$ cat config.mk
export PLATFORM = sky130hd
export DESIGN_NAME = lzw_fwd_sched
export DESIGN_NICKNAME = d
export VERILOG_FILES = /design/src/rtl/lzw_fwd_pkg.sv /design/src/rtl/lzw_fwd_tmr.sv /design/src/rtl/lzw_fwd_sched.sv
export SDC_FILE = /design/constraint.sdc
export NUM_CORES = 1
export LEC_CHECK = 0
export CAP_MARGIN = 20
export CORE_MARGIN = 2
export CORE_UTILIZATION = 25
export DETAILED_ROUTE_END_ITERATION = 7
export PLACE_DENSITY_LB_ADDON = 0.08
export SLEW_MARGIN = 25
export SYNTH_ARGS = -nofsm -noshare
export SYNTH_HDL_FRONTEND = slang
export SYNTH_HIERARCHICAL = 1
export SYNTH_SLANG_ARGS = --single-unit
$ cat constraint.sdc
create_clock -name I_sys_clk -period 5.1 [get_ports I_sys_clk]
set_input_delay 0.51 -clock I_sys_clk [delete_from_list [all_inputs] [get_ports I_sys_clk]]
set_output_delay 0.51 -clock I_sys_clk [all_outputs]
set_load 0.02 [all_outputs]
$ cat src/rtl/lzw_fwd_pkg.sv
// Shared definitions for the LZW forward frame scheduler.
// Latency: n/a (types, constants and a helper only).
// Backpressure: n/a.
// Contents: FSM state encoding, output-mux select codes, default timing constants.
package lzw_fwd_pkg;

  typedef enum logic [2:0] {
    ST_IDLE  = 3'd0,
    ST_HEAD  = 3'd1,
    ST_PLOAD = 3'd2,
    ST_CMPRS = 3'd3,
    ST_DICT  = 3'd4,
    ST_IFG   = 3'd5,
    ST_RECOV = 3'd6
  } state_e;

  // Output multiplexer select codes driven on O_src_sel.
  localparam logic [2:0] SRC_NONE  = 3'd0;
  localparam logic [2:0] SRC_HEAD  = 3'd1;
  localparam logic [2:0] SRC_PLOAD = 3'd2;
  localparam logic [2:0] SRC_CMPRS = 3'd3;
  localparam logic [2:0] SRC_DICT  = 3'd4;

  localparam int unsigned IFG_CYCLES_DEF     = 12;
  localparam int unsigned TIMEOUT_CYCLES_DEF = 4096;
  localparam int unsigned RST_CYCLES_DEF     = 8;

  // States in which a segment owns the datapath and the stall timeout runs.
  function automatic logic is_granted(input state_e s);
    return (s == ST_HEAD) || (s == ST_PLOAD) || (s == ST_CMPRS) || (s == ST_DICT);
  endfunction

endpackage

$ cat src/rtl/lzw_fwd_tmr.sv
// Loadable down-counter with expiry flag; times the IFG and RECOV phases.
// Latency: value loaded on a clock edge is visible next cycle; expired = (count == 0).
// Backpressure: none, counts freely once loaded and parks at zero.
// Ports: clk/rst_n, load + load_val (load wins over decrement), expired (combinational from flop).
module lzw_fwd_tmr
  import lzw_fwd_pkg::*;
#(
  parameter int unsigned W = 4
) (
  input  logic         clk,
  input  logic         rst_n,
  input  logic         load,
  input  logic [W-1:0] load_val,
  output logic         expired
);

  logic [W-1:0] cnt_q;
  logic [W-1:0] cnt_d;

  always_comb begin
    cnt_d = cnt_q;
    if (load) begin
      cnt_d = load_val;
    end else if (cnt_q != '0) begin
      cnt_d = cnt_q - 1'b1;
    end
  end

  always_ff @(posedge clk or negedge rst_n) begin
    if (!rst_n) begin
      cnt_q <= '0;
    end else begin
      cnt_q <= cnt_d;
    end
  end

  assign expired = (cnt_q == '0);

endmodule

$ cat src/rtl/lzw_fwd_sched.sv
// Frame scheduler: grants dict/header, sequences header -> payload, enforces IFG, recovers stalls.
// Latency: request in IDLE at cycle N -> ack/src_sel at N+1; all outputs registered.
// Backpressure: a granted segment holds until seg_done or timeout; data ack waits on its FIFO request.
// Ports: I_sys_clk/I_sys_rst (async active-low); FIFO/dict request levels in, one-hot acks out;
//        O_src_sel mux select, O_lzw_forward_rst recovery pulse, frame and timeout statistics.
module lzw_fwd_sched
  import lzw_fwd_pkg::*;
#(
  parameter int unsigned IFG_CYCLES     = IFG_CYCLES_DEF,
  parameter int unsigned TIMEOUT_CYCLES = TIMEOUT_CYCLES_DEF,
  parameter int unsigned RST_CYCLES     = RST_CYCLES_DEF
) (
  input  logic        I_sys_clk,
  input  logic        I_sys_rst,
  input  logic        I_fifo_head_req,
  input  logic        I_fifo_pload_req,
  input  logic        I_fifo_cmprs_req,
  input  logic        I_dict_req,
  input  logic        I_head_no_pload,
  input  logic        I_cmprs_en,
  input  logic        I_seg_done,
  output logic        O_fifo_head_ack,
  output logic        O_fifo_pload_ack,
  output logic        O_fifo_cmprs_ack,
  output logic        O_dict_ack,
  output logic [2:0]  O_src_sel,
  output logic        O_lzw_forward_rst,
  output logic [15:0] O_frame_cnt,
  output logic [7:0]  O_timeout_cnt
);

  localparam int unsigned TMR_MAX = (IFG_CYCLES > RST_CYCLES) ? IFG_CYCLES : RST_CYCLES;
  localparam int unsigned TMR_W   = $clog2(TMR_MAX + 1);
  localparam int unsigned TO_W    = $clog2(TIMEOUT_CYCLES + 1);

  state_e            state_q, state_d;
  logic              last_dict_q, last_dict_d;
  logic              cmprs_en_q, cmprs_en_d;
  logic [TO_W-1:0]   to_cnt_q, to_cnt_d;
  logic [15:0]       frame_cnt_q, frame_cnt_d;
  logic [7:0]        timeout_cnt_q, timeout_cnt_d;
  logic [2:0]        src_sel_q, src_sel_d;
  logic [3:0]        ack_q, ack_d;          // {dict, cmprs, pload, head}
  logic              fwd_rst_q, fwd_rst_d;

  logic frame_done;
  logic tmo_evt;
  logic tmo_hit;
  logic ifg_load, ifg_expired;
  logic recov_load, recov_expired;

  assign tmo_hit = (to_cnt_q == TO_W'(TIMEOUT_CYCLES - 1));

  // Both phase timers are loaded with N-1 on the entry edge so the phase lasts N cycles.
  assign ifg_load   = (state_d == ST_IFG)   && (state_q != ST_IFG);
  assign recov_load = (state_d == ST_RECOV) && (state_q != ST_RECOV);

  lzw_fwd_tmr #(.W(TMR_W)) u_ifg_tmr (
    .clk      (I_sys_clk),
    .rst_n    (I_sys_rst),
    .load     (ifg_load),
    .load_val (TMR_W'(IFG_CYCLES - 1)),
    .expired  (ifg_expired)
  );

  lzw_fwd_tmr #(.W(TMR_W)) u_recov_tmr (
    .clk      (I_sys_clk),
    .rst_n    (I_sys_rst),
    .load     (recov_load),
    .load_val (TMR_W'(RST_CYCLES - 1)),
    .expired  (recov_expired)
  );

  // State register.
  always_ff @(posedge I_sys_clk or negedge I_sys_rst) begin
    if (!I_sys_rst) begin
      state_q <= ST_IDLE;
    end else begin
      state_q <= state_d;
    end
  end

  // Next-state logic. seg_done is checked before the timeout so a done on the expiry cycle wins.
  always_comb begin
    state_d    = state_q;
    frame_done = 1'b0;
    tmo_evt    = 1'b0;
    case (state_q)
      ST_IDLE: begin
        // Dict wins a tie unless it had the previous grant, so head cannot starve.
        if (I_dict_req && !(I_fifo_head_req && last_dict_q)) begin
          state_d = ST_DICT;
        end else if (I_fifo_head_req) begin
          state_d = ST_HEAD;
        end
      end
      ST_HEAD: begin
        if (I_seg_done) begin
          if (I_head_no_pload) begin
            state_d    = ST_IFG;
            frame_done = 1'b1;
          end else begin
            state_d = cmprs_en_q ? ST_CMPRS : ST_PLOAD;
          end
        end else if (tmo_hit) begin
          state_d = ST_RECOV;
          tmo_evt = 1'b1;
        end
      end
      ST_PLOAD, ST_CMPRS: begin
        if (I_seg_done) begin
          state_d    = ST_IFG;
          frame_done = 1'b1;
        end else if (tmo_hit) begin
          state_d = ST_RECOV;
          tmo_evt = 1'b1;
        end
      end
      ST_DICT: begin
        if (I_seg_done) begin
          state_d = ST_IFG;
        end else if (tmo_hit) begin
          state_d = ST_RECOV;
          tmo_evt = 1'b1;
        end
      end
      ST_IFG: begin
        if (ifg_expired) begin
          state_d = ST_IDLE;
        end
      end
      ST_RECOV: begin
        if (recov_expired) begin
          state_d = ST_IFG;
        end
      end
      default: state_d = ST_IDLE;
    endcase
  end

  // Output decode from the next state, so the registered outputs line up with state_q.
  // A data ack waits for its FIFO request, then stays up until the segment ends.
  always_comb begin
    src_sel_d = SRC_NONE;
    ack_d     = 4'b0000;
    fwd_rst_d = 1'b0;
    case (state_d)
      ST_HEAD:  begin src_sel_d = SRC_HEAD;  ack_d[0] = 1'b1; end
      ST_PLOAD: begin src_sel_d = SRC_PLOAD; ack_d[1] = I_fifo_pload_req | ack_q[1]; end
      ST_CMPRS: begin src_sel_d = SRC_CMPRS; ack_d[2] = I_fifo_cmprs_req | ack_q[2]; end
      ST_DICT:  begin src_sel_d = SRC_DICT;  ack_d[3] = 1'b1; end
      ST_RECOV: fwd_rst_d = 1'b1;
      default:  ;
    endcase
  end

  // Arbitration history, payload-source latch, stall timer and statistics.
  always_comb begin
    last_dict_d = last_dict_q;
    cmprs_en_d  = cmprs_en_q;
    if (state_q == ST_IDLE && state_d == ST_DICT) begin
      last_dict_d = 1'b1;
    end else if (state_q == ST_IDLE && state_d == ST_HEAD) begin
      last_dict_d = 1'b0;
      cmprs_en_d  = I_cmprs_en;
    end

    to_cnt_d = to_cnt_q;
    if (is_granted(state_d) && (state_d != state_q)) begin
      to_cnt_d = '0;
    end else if (is_granted(state_q)) begin
      to_cnt_d = to_cnt_q + 1'b1;
    end

    frame_cnt_d   = frame_cnt_q + 16'(frame_done);
    timeout_cnt_d = timeout_cnt_q;
    if (tmo_evt && (timeout_cnt_q != 8'hFF)) begin
      timeout_cnt_d = timeout_cnt_q + 8'd1;
    end
  end

  always_ff @(posedge I_sys_clk or negedge I_sys_rst) begin
    if (!I_sys_rst) begin
      last_dict_q   <= 1'b0;
      cmprs_en_q    <= 1'b0;
      to_cnt_q      <= '0;
      frame_cnt_q   <= 16'd0;
      timeout_cnt_q <= 8'd0;
      src_sel_q     <= SRC_NONE;
      ack_q         <= 4'b0000;
      fwd_rst_q     <= 1'b0;
    end else begin
      last_dict_q   <= last_dict_d;
      cmprs_en_q    <= cmprs_en_d;
      to_cnt_q      <= to_cnt_d;
      frame_cnt_q   <= frame_cnt_d;
      timeout_cnt_q <= timeout_cnt_d;
      src_sel_q     <= src_sel_d;
      ack_q         <= ack_d;
      fwd_rst_q     <= fwd_rst_d;
    end
  end

  assign O_fifo_head_ack   = ack_q[0];
  assign O_fifo_pload_ack  = ack_q[1];
  assign O_fifo_cmprs_ack  = ack_q[2];
  assign O_dict_ack        = ack_q[3];
  assign O_src_sel         = src_sel_q;
  assign O_lzw_forward_rst = fwd_rst_q;
  assign O_frame_cnt       = frame_cnt_q;
  assign O_timeout_cnt     = timeout_cnt_q;

endmodule

==> parameters.txt <==
Parameter                              Value

Finish
  Layout overhead on the synthesized area    28.5%
  Finished layout cell area    0.00377 mm2
  Register area    around 0.0015 mm2
  Count of antenna diodes in the layout    0
  Final #Nets    about 340
  Post-Layout Cell Count    ~470
  Combined area of the multi-input logic cells    roughly 0.0014 mm2
  Proportion of layout cells with a drive suffix above 1    just under 9%
  Filler Cell Count    about 1200

Yosys
  Area share of the largest cell type after synthesis    between 40% and 50%
  Syn Std Cell Area    between 0.002 and 0.003 mm2
  Largest cells by area after synthesis    dfrtp_1 (49%), xnor2_1 (6.3%), xor2_1 (4.2%)
  Gate Count Post-Synth    281
  Yosys top cell by area    dfrtp_1
  Yosys warning total    6
  Primary flip-flop cell chosen by synthesis mapping    dfrtp_1
  Most frequent cells after synthesis    dfrtp_1 (58), xnor2_1 (21), nand2_1 (20), nand3_1 (16), nor2_1 (16)
  Number of distinct standard cells referenced by the synthesized netlist    49
  Simple logic cell fraction of the synthesized area    approximately 22%
  Synthesized area divided by synthesized cell count    roughly 10 um2
  Number of enable flip-flop cells after synthesis    0
  Post-Synth XOR/XNOR Area    between 10% and 20%
  Dominant combinational cell family by area after synthesis    simple AND/OR/NAND/NOR gates
  Seq/Total Area, Yosys    49.4%
  Async set or reset register ratio after synthesis    100%
  Adder-Cell Fraction of Synth Area    2.56%
  Synth Register Bits    between 50 and 60
  Share of the synthesized area in compound gates (AO/OA/AOI/OAI)    under 10%
  Library cell with the highest instance count after synthesis    dfrtp_1
  Portion of netlist area occupied by mux cells    approximately 3.2%

Floorplan
  Full die area    between 0.01 and 0.015 mm2
  Floorplan die width    about 110 um
  Floorplan die height    112 um
  Core area    approximately 0.011 mm2
  Row count    39
  Number of top-level pins    41
  Initial Utilization    between 20% and 30%

STA
  Fraction of the cycle the final worst path needs    a little under three fifths
  Post-layout min period    2.87 ns
  Setup Viol. Count Final    0
  Number of max-slew violations in the final report    0
  Tightest slew margin relative to the limit    approximately half
  Hold violation count in the final report    0
  Aggregate negative setup slack    0 ns
  Worst Hold Margin    between 0.3 and 0.4 ns
  Timing-limited maximum frequency    between 0.3 and 0.4 GHz
  Setup repair after global routing missed its margin    no
  Worst setup skew after layout    slightly below 0.009 ns
  Post-route setup slack    around 2.2 ns
  Slew at the pin closest to its max-slew limit    0.753 ns

Worst setup path
  Start point of the critical path    to_cnt_q[0]
  Critical path data arrival time    approximately 3.1 ns
  Start-to-end type of the worst setup path    reg -> reg
  Required time reported for the critical path endpoint    approximately 5.3 ns
  Reg2reg path depth    8
  Startpoint of the worst-slack reg-to-reg timing path    to_cnt_q[0]
  Max Fanout on Critical Path    10
  Reg-to-reg endpoint    u_ifg_tmr/cnt_q[3]
  Setup slack, reg-to-reg    between 2 and 2.5 ns
  Kind of end point of the critical path    flop
  Startpoint type of the worst setup path    flop
  Endpoint of the worst setup timing path    u_ifg_tmr/cnt_q[3]

GRT
  Global-route total usage across every layer    11.4%
  Largest net degree at the start of global routing    59
  First-pass GRT wire length    11300 um
  Initial antenna violation count    0
  Number of global-route vias before repair    about 2200
  GR Overflow Total    0

Clocking
  Setup Buffers After CTS    0
  Clock tree from TritonCTS    built
  Clock latency on the worst-skew pair    roughly 0.33 ns
  Number of hold buffers added after cts    0
  PostCTS Resize Cnt    0
  # clock sinks    slightly below 60
  Total number of H-tree levels    3
  Number of buffers inserted during clock tree synthesis    9
  Clock transition at the registers of the reported paths    roughly 0.050 ns
  Buffer levels on the longest clock path    2
  Clock tree root driver cell    clkbuf_16

Routing
  DRC errors left    0
  Starting DRT DRC Count    71
  Pre-Repair DR Iteration Count    4
  Routed len/inst    13.7 um
  Routed vias/inst    ~4.5
  Final routed wirelength across all metal layers    6490 um
  Via count    roughly 2100
  Antenna Violating Nets Remaining    0

Place
  Number of port buffers    40
  Post-detailed-placement half-perimeter wirelength    roughly 4300 um
  Instance area after placement    around 0.0035 mm2
  Routability-driven placement congestion ratio    approximately 0.75
  Pre-CTS setup slack    2.12 ns
  Post-placement cell count    459

Power and ir drop
  Areal power density over the cells    around 510 mW/mm2
  Pleak    0.00162 uW
  Largest voltage drop on the vdd net    0.162 mV

Hold path
  Class of the tightest hold or removal check    in -> async

Run status
  Run status    completed

Job
  Max cap viols    0
[layout make-up]
type                    instances  share of cell area, %
clock buffers                  10                   6.33
clock inverters                 5                   1.46
inverters                      11                   1.09
multi-input cells             206                   37.2
flip-flops and latches         58                   38.5
well taps                     143                   4.74
repair buffers                 41                   10.7
[metal layers]
metal  part of all wire [%]  vias to the layer above  track usage, %  wire length (um)
met1                     51                     1028            15.9              3280
li1                       -                     1072               -                 -
met3                    3.2                       12            2.81               206
met2                     44                       31            16.3              2840
met4                    2.4                        0            6.10               154
met5                      0                        -               0                 0
[worst max-delay path, stage by stage (launching register included)]
cell and delay, ns:
dfrtp_1 0.40, ha_1 0.23, nand4b_1 0.19, or3_1 0.42
a211oi_1 0.44, or2_2 0.30, and4_1 0.38, nor3_1 0.08
a221o_1 0.31
[cells by family after synthesis]
kind of cell	count (synthesis)
fa+ha+maj	6
flops	58
xor+xnor	35
compound gates	36
simple gates	112
other cells	2
buf+inv	23
mux	9
[worst min-delay path by stage]
stage	from	slack [ns]	cells past startpoint	to
2_1_floorplan	I_sys_rst	0.21	0	O_frame_cnt[0]
3_3_place_gp	O_frame_cnt[15]	0.46	1	O_frame_cnt[15]
3_5_place_dp	O_frame_cnt[15]	0.47	1	O_frame_cnt[15]
4_1_cts	I_sys_rst	0.38	2	O_frame_cnt[11]
5_1_grt	I_sys_rst	0.43	2	O_src_sel[0]
6_report	I_sys_rst	0.34	2	O_src_sel[0]
[cells in the final DEF, fill, tap and decap left out, types with 2 or more instances in the layout]
cell              n
nand2b_1          3
nor2_1           16
nor3b_1           5
nand4_1           6
nor2b_1           3
mux2_2            4
conb_1            8
and4_1            2
ha_1              6
o21ai_0           4
clkdlybuf4s50_1  39
clkinv_2          2
mux2i_1           5
xor2_1           14
a211oi_1          4
nand2_1          20
clkinvlp_4        2
dfrtp_1          58
nand3_1          16
nor3b_4           2
nor3_1           14
a21oi_1          14
and3_1            8
o21ai_1           2
nand4b_1          2
inv_1            11
nor4_1            3
nand3b_1          3
xnor2_1          21
a221o_1           3
clkbuf_16         9
[state kept, by name (all words and copies together) (netlist names), 3 cells and up]
| signal | cells |
|---|---|
| O_frame_cnt | 16 |
| to_cnt_q | 13 |
| O_timeout_cnt | 8 |
| ack_q | 4 |
| u_ifg_tmr/cnt_q | 4 |
| u_recov_tmr/cnt_q | 4 |
| O_src_sel | 3 |
| state_q | 3 |
[per-stage QoR]
step	utilization, %	total power [uW]
after detailed placement	30.5	1350
after CTS	33.0	1960
final	33.0	1930
after floorplan	-	1180
after global routing	33.0	2080
after global placement	30.5	1350
[power by group]
group          switching (uW)  internal (uW)
clock network             212            386
registers                 111            560
logic                     362            296
total                     685           1240
Note: power is estimated with default switching activity, not from simulation.
